`config.mk`:
```
export PLATFORM = sky130hd
export DESIGN_NAME = stream_egress_fifo_flat
export DESIGN_NICKNAME = d
export VERILOG_FILES = /design/src/rtl/stream_egress_fifo_if.sv /design/src/rtl/stream_egress_fifo.sv /design/src/flat_wrapper.sv
export SDC_FILE = /design/constraint.sdc
export NUM_CORES = 1
export LEC_CHECK = 0
export ABC_AREA = 1
export CAP_MARGIN = 5
export CORE_MARGIN = 2
export CORE_UTILIZATION = 50
export CTS_CLUSTER_DIAMETER = 50
export DETAILED_ROUTE_END_ITERATION = 8
export GPL_TIMING_DRIVEN = 0
export HOLD_SLACK_MARGIN = 0.15
export PLACE_DENSITY_LB_ADDON = 0.2
export SYNTH_ARGS = -nofsm -noshare
export SYNTH_HDL_FRONTEND = slang
export SYNTH_SLANG_ARGS = --single-unit
```
`constraint.sdc`:
```
create_clock -name clk -period 5.4 [get_ports clk]
set_input_delay 1.08 -clock clk [delete_from_list [all_inputs] [get_ports clk]]
set_output_delay 1.08 -clock clk [all_outputs]
set_load 0.05 [all_outputs]
```
`src/rtl/stream_egress_fifo_if.sv`:
```
// Valid/ready stream bundle used on both sides of the egress FIFO.
// master drives data/valid and samples ready; slave does the reverse.
interface stream_egress_fifo_if #(
  parameter int DATA_WIDTH = 32
) ();
  logic [DATA_WIDTH-1:0] data;
  logic                  valid;
  logic                  ready;

  modport master (output data, output valid, input ready);
  modport slave  (input data, input valid, output ready);
endinterface

```
`src/rtl/stream_egress_fifo.sv`:
```
// First-word-fall-through elastic buffer placed after one switch output port.
// Optional statistics counters are enabled by defining IO_FIFO_STATS_EN.
module stream_egress_fifo #(
  parameter int DATA_WIDTH   = 32,
  parameter int DEPTH        = 8,
  parameter int AFULL_THRESH = 6
) (
  input  logic                     clk,
  input  logic                     rst,
  input  logic                     flush,
  stream_egress_fifo_if.slave      in_s,
  stream_egress_fifo_if.master     out_m,
  output logic [$clog2(DEPTH):0]   count,
  output logic                     almost_full
`ifdef IO_FIFO_STATS_EN
  ,
  input  logic                     stat_clr,
  output logic [31:0]              stat_push_cnt,
  output logic [31:0]              stat_pop_cnt,
  output logic [$clog2(DEPTH):0]   stat_max_occ
`endif
);

  localparam int PTR_W = $clog2(DEPTH);
  localparam int CNT_W = PTR_W + 1;
  localparam logic [CNT_W-1:0] FULL_CNT  = CNT_W'(DEPTH);
  localparam logic [CNT_W-1:0] AFULL_CNT = CNT_W'(AFULL_THRESH);

  logic [DATA_WIDTH-1:0] mem [DEPTH];
  logic [PTR_W-1:0]      wr_ptr;
  logic [PTR_W-1:0]      rd_ptr;
  logic [CNT_W-1:0]      cnt;
  logic                  rst_q;
  logic                  push;
  logic                  pop;

  // Ready depends only on registered state, so no out_ready -> in_ready path exists.
  assign in_s.ready  = (cnt != FULL_CNT) && !rst_q;
  assign out_m.valid = (cnt != '0);
  assign out_m.data  = out_m.valid ? mem[rd_ptr] : '0;
  assign count       = cnt;
  assign almost_full = (cnt >= AFULL_CNT);

  assign push = in_s.valid && in_s.ready;
  assign pop  = out_m.valid && out_m.ready;

  // NOTE: sequential state uses non-blocking assignments so every register
  // samples the pre-edge values regardless of statement order.
  always_ff @(posedge clk) begin
    rst_q <= rst;
    if (rst || flush) begin
      wr_ptr <= '0;
      rd_ptr <= '0;
      cnt    <= '0;
    end else begin
      if (push) wr_ptr <= wr_ptr + 1'b1;
      if (pop)  rd_ptr <= rd_ptr + 1'b1;
      case ({push, pop})
        2'b10:   cnt <= cnt + 1'b1;
        2'b01:   cnt <= cnt - 1'b1;
        default: cnt <= cnt;
      endcase
    end
  end

  // NOTE: the storage array has no reset; cnt/out_valid gate every read, so
  // stale contents are never observable and the array maps to plain flops/RAM.
  always_ff @(posedge clk) begin
    if (push && !flush && !rst) mem[wr_ptr] <= in_s.data;
  end

`ifdef IO_FIFO_STATS_EN
  // Clear wins over a coincident push/pop; flush leaves the statistics alone.
  always_ff @(posedge clk) begin
    if (rst || stat_clr) begin
      stat_push_cnt <= '0;
      stat_pop_cnt  <= '0;
      stat_max_occ  <= '0;
    end else begin
      if (push) stat_push_cnt <= stat_push_cnt + 32'd1;
      if (pop)  stat_pop_cnt  <= stat_pop_cnt + 32'd1;
      if (cnt > stat_max_occ) stat_max_occ <= cnt;
    end
  end
`endif

endmodule

```
`src/flat_wrapper.sv`:
```
// flat-port wrapper written by rule: the top's interface ports become plain ports
module stream_egress_fifo_flat 
#(
  parameter int DATA_WIDTH   = 32,
  parameter int DEPTH        = 8,
  parameter int AFULL_THRESH = 6
)
  (clk, rst, flush, count, almost_full, in_s_data, in_s_valid, in_s_ready, out_m_data, out_m_valid, out_m_ready);
  stream_egress_fifo_if #(.DATA_WIDTH(DATA_WIDTH)) in_s_i ();
  stream_egress_fifo_if #(.DATA_WIDTH(DATA_WIDTH)) out_m_i ();
  input  logic clk;
  input  logic rst;
  input  logic flush;
  output logic [$clog2(DEPTH):0] count;
  output logic almost_full;
  input wire logic [$bits(in_s_i.data)-1:0] in_s_data;
  input wire logic [$bits(in_s_i.valid)-1:0] in_s_valid;
  output wire logic [$bits(in_s_i.ready)-1:0] in_s_ready;
  output wire logic [$bits(out_m_i.data)-1:0] out_m_data;
  output wire logic [$bits(out_m_i.valid)-1:0] out_m_valid;
  input wire logic [$bits(out_m_i.ready)-1:0] out_m_ready;
  assign in_s_i.data = in_s_data;
  assign in_s_i.valid = in_s_valid;
  assign in_s_ready = in_s_i.ready;
  assign out_m_data = out_m_i.data;
  assign out_m_valid = out_m_i.valid;
  assign out_m_i.ready = out_m_ready;
  stream_egress_fifo #(.DATA_WIDTH(DATA_WIDTH), .DEPTH(DEPTH), .AFULL_THRESH(AFULL_THRESH)) u_core (.clk(clk), .rst(rst), .flush(flush), .in_s(in_s_i), .out_m(out_m_i), .count(count), .almost_full(almost_full));
endmodule
```
**Word level (Yosys, flattened, before mapping)**

Memories as Yosys holds them, arrays and structs flattened. A register that Yosys moved wholly into a read port is not among the register bits.
Index checks and enable logic that the tools add are counted.

- Flip-flop bits (word level): 11
- RAM bits: 256
- Input bits: 37
- Bits in read-only memories: 0
- Latch bits: 0
- Output and inout bits: 39
- Memories: 1
- Logic and storage cells: 30

- Reduce and logical (&&, ||, !) cells: 11
- Bitwise operators: 0
- Multiply operators: 0
- Div/mod/pow operators: 0
- $add $sub $neg: 4
- Order comparisons: 1
- Shifts and indexed selects: 0
- Mux-type cells: 6
- Equality and inequality tests: 3

Memories:

| memory | depth | bits a word | rd ports | clocked after memory_dff | wr ports | line | text |
|---|---|---|---|---|---|---|---|
| u_core.mem | 8 | 32 | 1 | 1 | 1 | stream_egress_fifo.sv:29 | `logic [DATA_WIDTH-1:0] mem [DEPTH];` |

Operators with widths:

| kind | number |
|---|---|
| two-way mux 32 bit | 1 |
| one-hot mux 4 bit (2 select lines) | 1 |
| adder 3 x 1 -> 3 bit (second input constant) | 2 |
| two-way mux 3 bit | 2 |
| logical AND 1 bit | 5 |
| adder 4 x 1 -> 4 bit (second input constant) | 1 |
| greater-or-equal comparator 4 x 3 -> 1 bit (second input constant) | 1 |
| inequality test 4 bit (second input constant) | 1 |
| nonzero test 4 bit | 1 |
| subtractor 4 x 1 -> 4 bit (second input constant) | 1 |
| logical NOT 1 bit | 3 |
| equality test 2 x 1 -> 1 bit (second input constant) | 1 |
| equality test 2 bit (second input constant) | 1 |
| two-way mux 1 bit | 2 |
| nonzero test 2 bit | 1 |
| logical OR 1 bit | 1 |

**Logic depth before layout (Yosys ltp)**

Gate-level depths: netlist of the first run.

- Word-level depth: 7
- Mapped depth: 13
- Mapped depth without buffers: 13

**Least setup slack after synthesis of the first run**

Ideal clock, no wire load.

- Path kind: input to register
- From: in in_s_valid
- To: mem u_core.mem[6][0] (enable)
- Data required time: 4.939 ns
- Buffers on the path: 0
- Path slack: 1.323 ns
- Data arrival time: 3.616 ns
- Stages on the path: 4
- Setup time: 0.461 ns
- Cell sequence: nand3b_2 -> nor2_1 -> inv_1 -> nor3_1

- Longest elaborated chain between the ends: 5

RTL lines:

| element | line | text |
|---|---|---|
| from (decl) | flat_wrapper.sv:17 | `input wire logic [$bits(in_s_i.valid)-1:0] in_s_valid;` |
| logical AND 1 bit | stream_egress_fifo.sv:44 | `assign push = in_s.valid && in_s.ready;` |
| logical AND 1 bit (2 in series) | stream_egress_fifo.sv:69 | `if (push && !flush && !rst) mem[wr_ptr] <= in_s.data;` |
| two-way mux 1 bit | stream_egress_fifo.sv:69 |  |
| two-way mux 1 bit (not written as such) | stream_egress_fifo.sv:69 |  |
| to (decl) | stream_egress_fifo.sv:29 |  |

No other way between the ends.

**Final worst setup path of the first run**

- From: reg u_core.cnt[0], in the netlist u_core.count[0]
- To: out out_m_data[13]

- Longest elaborated chain between the ends: 2

RTL lines:

| element | line | text |
|---|---|---|
| from (decl) | stream_egress_fifo.sv:32 | `logic [CNT_W-1:0] cnt;` |
| from (signal assigned) | stream_egress_fifo.sv:59 | `2'b10: cnt <= cnt + 1'b1;` |
| from (signal assigned) | stream_egress_fifo.sv:60 | `2'b01: cnt <= cnt - 1'b1;` |
| from (signal assigned) | stream_egress_fifo.sv:61 | `default: cnt <= cnt;` |
| nonzero test 4 bit | stream_egress_fifo.sv:39 | `assign out_m.valid = (cnt != '0);` |
| two-way mux 32 bit | stream_egress_fifo.sv:40 | `assign out_m.data = out_m.valid ? mem[rd_ptr] : '0;` |
| to (decl) | flat_wrapper.sv:19 | `output wire logic [$bits(out_m_i.data)-1:0] out_m_data;` |

No other way between the ends.

==> metrics.cfg, run 1 <==
[timing]
min_period_ps=4100
rsz0062_at_grt=no
fin_crit_sh=0.759
slew_headroom=0.493
fmax_mhz=244
final-hold-violation-count=0
tightest_slew_ps=756
final_max_slew_viol_count=0
hold_ws_ps=481
clock_skew_ps=12.3
setup_viol=0

[die]
die_y_um=151
io_pins=76
initial_core_util=0.511
core_area_um2=21200
fp-row-count=53
die_area_um2=22800
die_x_um=151

[min_path]
hp-class=register to register
min_path_cells=2
holdCritStartpoint=u_core.rd_ptr[2]$_SDFFE_PP0N_

[setup_path]
r2r_end=u_core.mem[6][18]$_DFFE_PP_
r2r_slack_ps=2950
criticalPathCategory=register to primary output
critPathArrivalTime_ps=3020
start_kind=register
end_kind=primary output
critPathMaxFanout=10
rr_worst_depth=8
critical_path_required_ps=4320
reg2reg_from=u_core.count[0]$_SDFFE_PP0P_

[flow_run]
maxCapViolCount=0

[placement]
io_buffers=75
dp_hpwl_um=15500
placed_area_um2=12200
dpl.cell_count=1250
gp_congestion=0.765

[synthesis]
syn-num-nets=930
ys_seq_area_frac=0.737
synthCells=888
synth_cell_type_count=24
yosys.area.top_type_share=0.711
synth_area_um2=10800
synthMuxAreaShare=0
yosys-top-cells-area=edfxtp_1 (71%), nor2_1 (9.5%), o21ai_0 (7.7%)
synth_fa_ha_area_frac=0.00579
synth_top_family_by_area=compound AO/OA/AOI/OAI gates
synth-compound-area-share=0.112
yosysTopAreaCell=edfxtp_1
yosysWarnings=0
yosys.area_share.xor_xnor=0.00243
avgSynthCellArea_um2=12.2
ys_ff_latch=270
synth-simple-area-share=0.106

[pwr]
power_frac_clock=0.371
ir_worst_vdd_mv=0.355
seq_power_share=0.495
switching_share=0.255
pwr-share-comb=0.134
leakagePower_nw=4.42
power_density_nw_per_um2=359
p_int_mw=3.47
power.total_mw=4.66
switchingPower_mw=1.19

[cts]
path_clk_slew_ps=60
cts_inserted_buffers=28
cts-htree-levels=1
cts_buffer_depth=3
cts_setup_buffers=0
clock_latency_ps=530
postCtsHoldBufs=0
clock_sinks=270
cts_resized=0
cts-root-buf=clkbuf_16
cts_tree=done

[finish]
final_nets=1047
drive_gt1_frac=0.0954
multi_input_area_um2=2500
seqCellArea_um2=7970
diodes=0
fin_area_um2=13000
instances_no_fill=1302
fillers=1666
syn_to_final_growth_pct=20.2
finish.utilization=0.614

[drt]
drt_iter0_markers=636
wl_per_cell_um=19.1
drc=0
vias_per_cell=5.44
vias=7081
postRouteAntennaNets=0
drt_wl_total_um=24900
dr.pass1.iters=5

[global_routing]
antenna_found_initial=0
grt_pass1_vias=6988
grt_start_max_net_pins=27
gr-total-overflow=0
grt_pass1_wl_um=38000
track_usage=0.224

[run_status]
outcome=completed

==> placed cells by master (no fill, tap or decap), types with 6 or more instances in the layout <==
master	netlist	final
clkdlybuf4s50_1	0	75
clkbuf_1	18	24
nor2_1	273	267
clkbuf_2	7	7
nor2_4	0	6
dfxtp_1	14	14
clkinv_2	0	11
o21ai_0	166	166
buf_2	13	13
inv_1	16	16
o21ai_1	67	67
nand2_1	15	15
clkbuf_16	0	29
edfxtp_1	256	256
a21oi_1	8	8
buf_6	7	12
==> Yosys cell counts <==
cell	number
nor2_1	273
edfxtp_1	256
o21ai_0	166
o21ai_1	67
clkbuf_1	18
inv_1	16
nand2_1	15
dfxtp_1	14
buf_2	13
a21oi_1	8
buf_6	7
clkbuf_2	7
buf_4	5
ha_1	5
nand3_1	5
nor3_1	3
buf_8	2
xor2_1	2
a31oi_1	1
buf_12	1
nand3_2	1
nand3b_2	1
nand4_1	1
xnor2_1	1
==> metrics by stage <==
stage | worst slack, ps | setup TNS, ps
2_1_floorplan | 1320 | 0
3_3_place_gp | -1210 | -68030
3_5_place_dp | 1690 | 0
4_1_cts | 1340 | 0
5_1_grt | 1190 | 0
6_report | 1300 | 0
==> critical path, cell delays in order (launching register included) <==
cell             delay (ps)
dfxtp_1                 430
nor2_1                  120
nand3_2                 200
clkbuf_1                450
o21ai_0                 300
nor2_1                  150
clkdlybuf4s50_1         810
==> how the worst max path moves through the flow <==
stage                                      start                           to  slack [ps]  depth (start not counted)
floorplan                             in_s_valid   u_core.mem[6][0]$_DFFE_PP_        1320                          4
global placement                      in_s_valid  u_core.mem[2][14]$_DFFE_PP_       -1210                          5
detailed placement                           rst  u_core.mem[3][14]$_DFFE_PP_        1690                          6
CTS                 u_core.count[0]$_SDFFE_PP0P_               out_m_data[13]        1340                          6
global route                            register               out_m_data[30]        1190                          7
finish              u_core.count[0]$_SDFFE_PP0P_               out_m_data[13]        1300                          6
==> power by group through the flow <==
stage	logic [mW]	registers [mW]	clock network [mW]
after CTS	0.623	2.31	1.75
after global routing	0.671	2.31	1.84
after floorplan	0.372	2.36	0
after global placement	0.611	2.35	0
after detailed placement	0.620	2.35	0
final	0.623	2.31	1.73
==> logic make-up (layout without fill, tap and decap cells) <==
family                   after synthesis  count (layout)
XOR/XNOR                               3               3
AO/OA/AOI/OAI                        242             242
adder cells (fa/ha/maj)                5               5
buffers and inverters                 69             208
AND/OR/NAND/NOR                      299             299
flip-flops                           270             270
==> area by class of cell <==
class | instances | area share
Multi-Input combinational cell | 549 | 0.193
Buffer | 53 | 0.0257
Tap cell | 275 | 0.0265
Clock inverter | 17 | 0.00635
Timing Repair Buffer | 87 | 0.0736
Clock buffer | 35 | 0.0576
Inverter | 16 | 0.00462
Sequential cell | 270 | 0.613
==> sequential cells by signal, indices dropped and copies added (netlist names), named ones only <==
name           cells
u_core.wr_ptr      3
u_core.rd_ptr      3
u_core.count       4
u_core.mem       256
u_core.rst_q       1
==> layer usage <==
| metal | share of wire | GRT usage | vias up |
|---|---|---|---|
| met5 | 0 | 0 | - |
| met4 | 0.025 | 0.0748 | 0 |
| met3 | 0.057 | 0.0268 | 49 |
| met2 | 0.49 | 0.379 | 243 |
| met1 | 0.43 | 0.303 | 3396 |
| li1 | - | - | 3393 |
No activity file was read; power rests on OpenSTA's default activity.
==> run 2: changes to the inputs <==
Clock period 5.4 ns to 4.2 ns, I/O delays scaled along.
==> results of run 2 <==
Same layout as run 1 (identical final DEF). Status: completed.
Main changes from that run: setup slack after placement 1690 ps -> 727 ps; setup slack after layout 1300 ps -> 344 ps; register-to-register setup slack 2950 ps -> 1750 ps; total power 4.66 mW -> 6.00 mW; worst IR drop on VDD 0.355 mV -> 0.457 mV
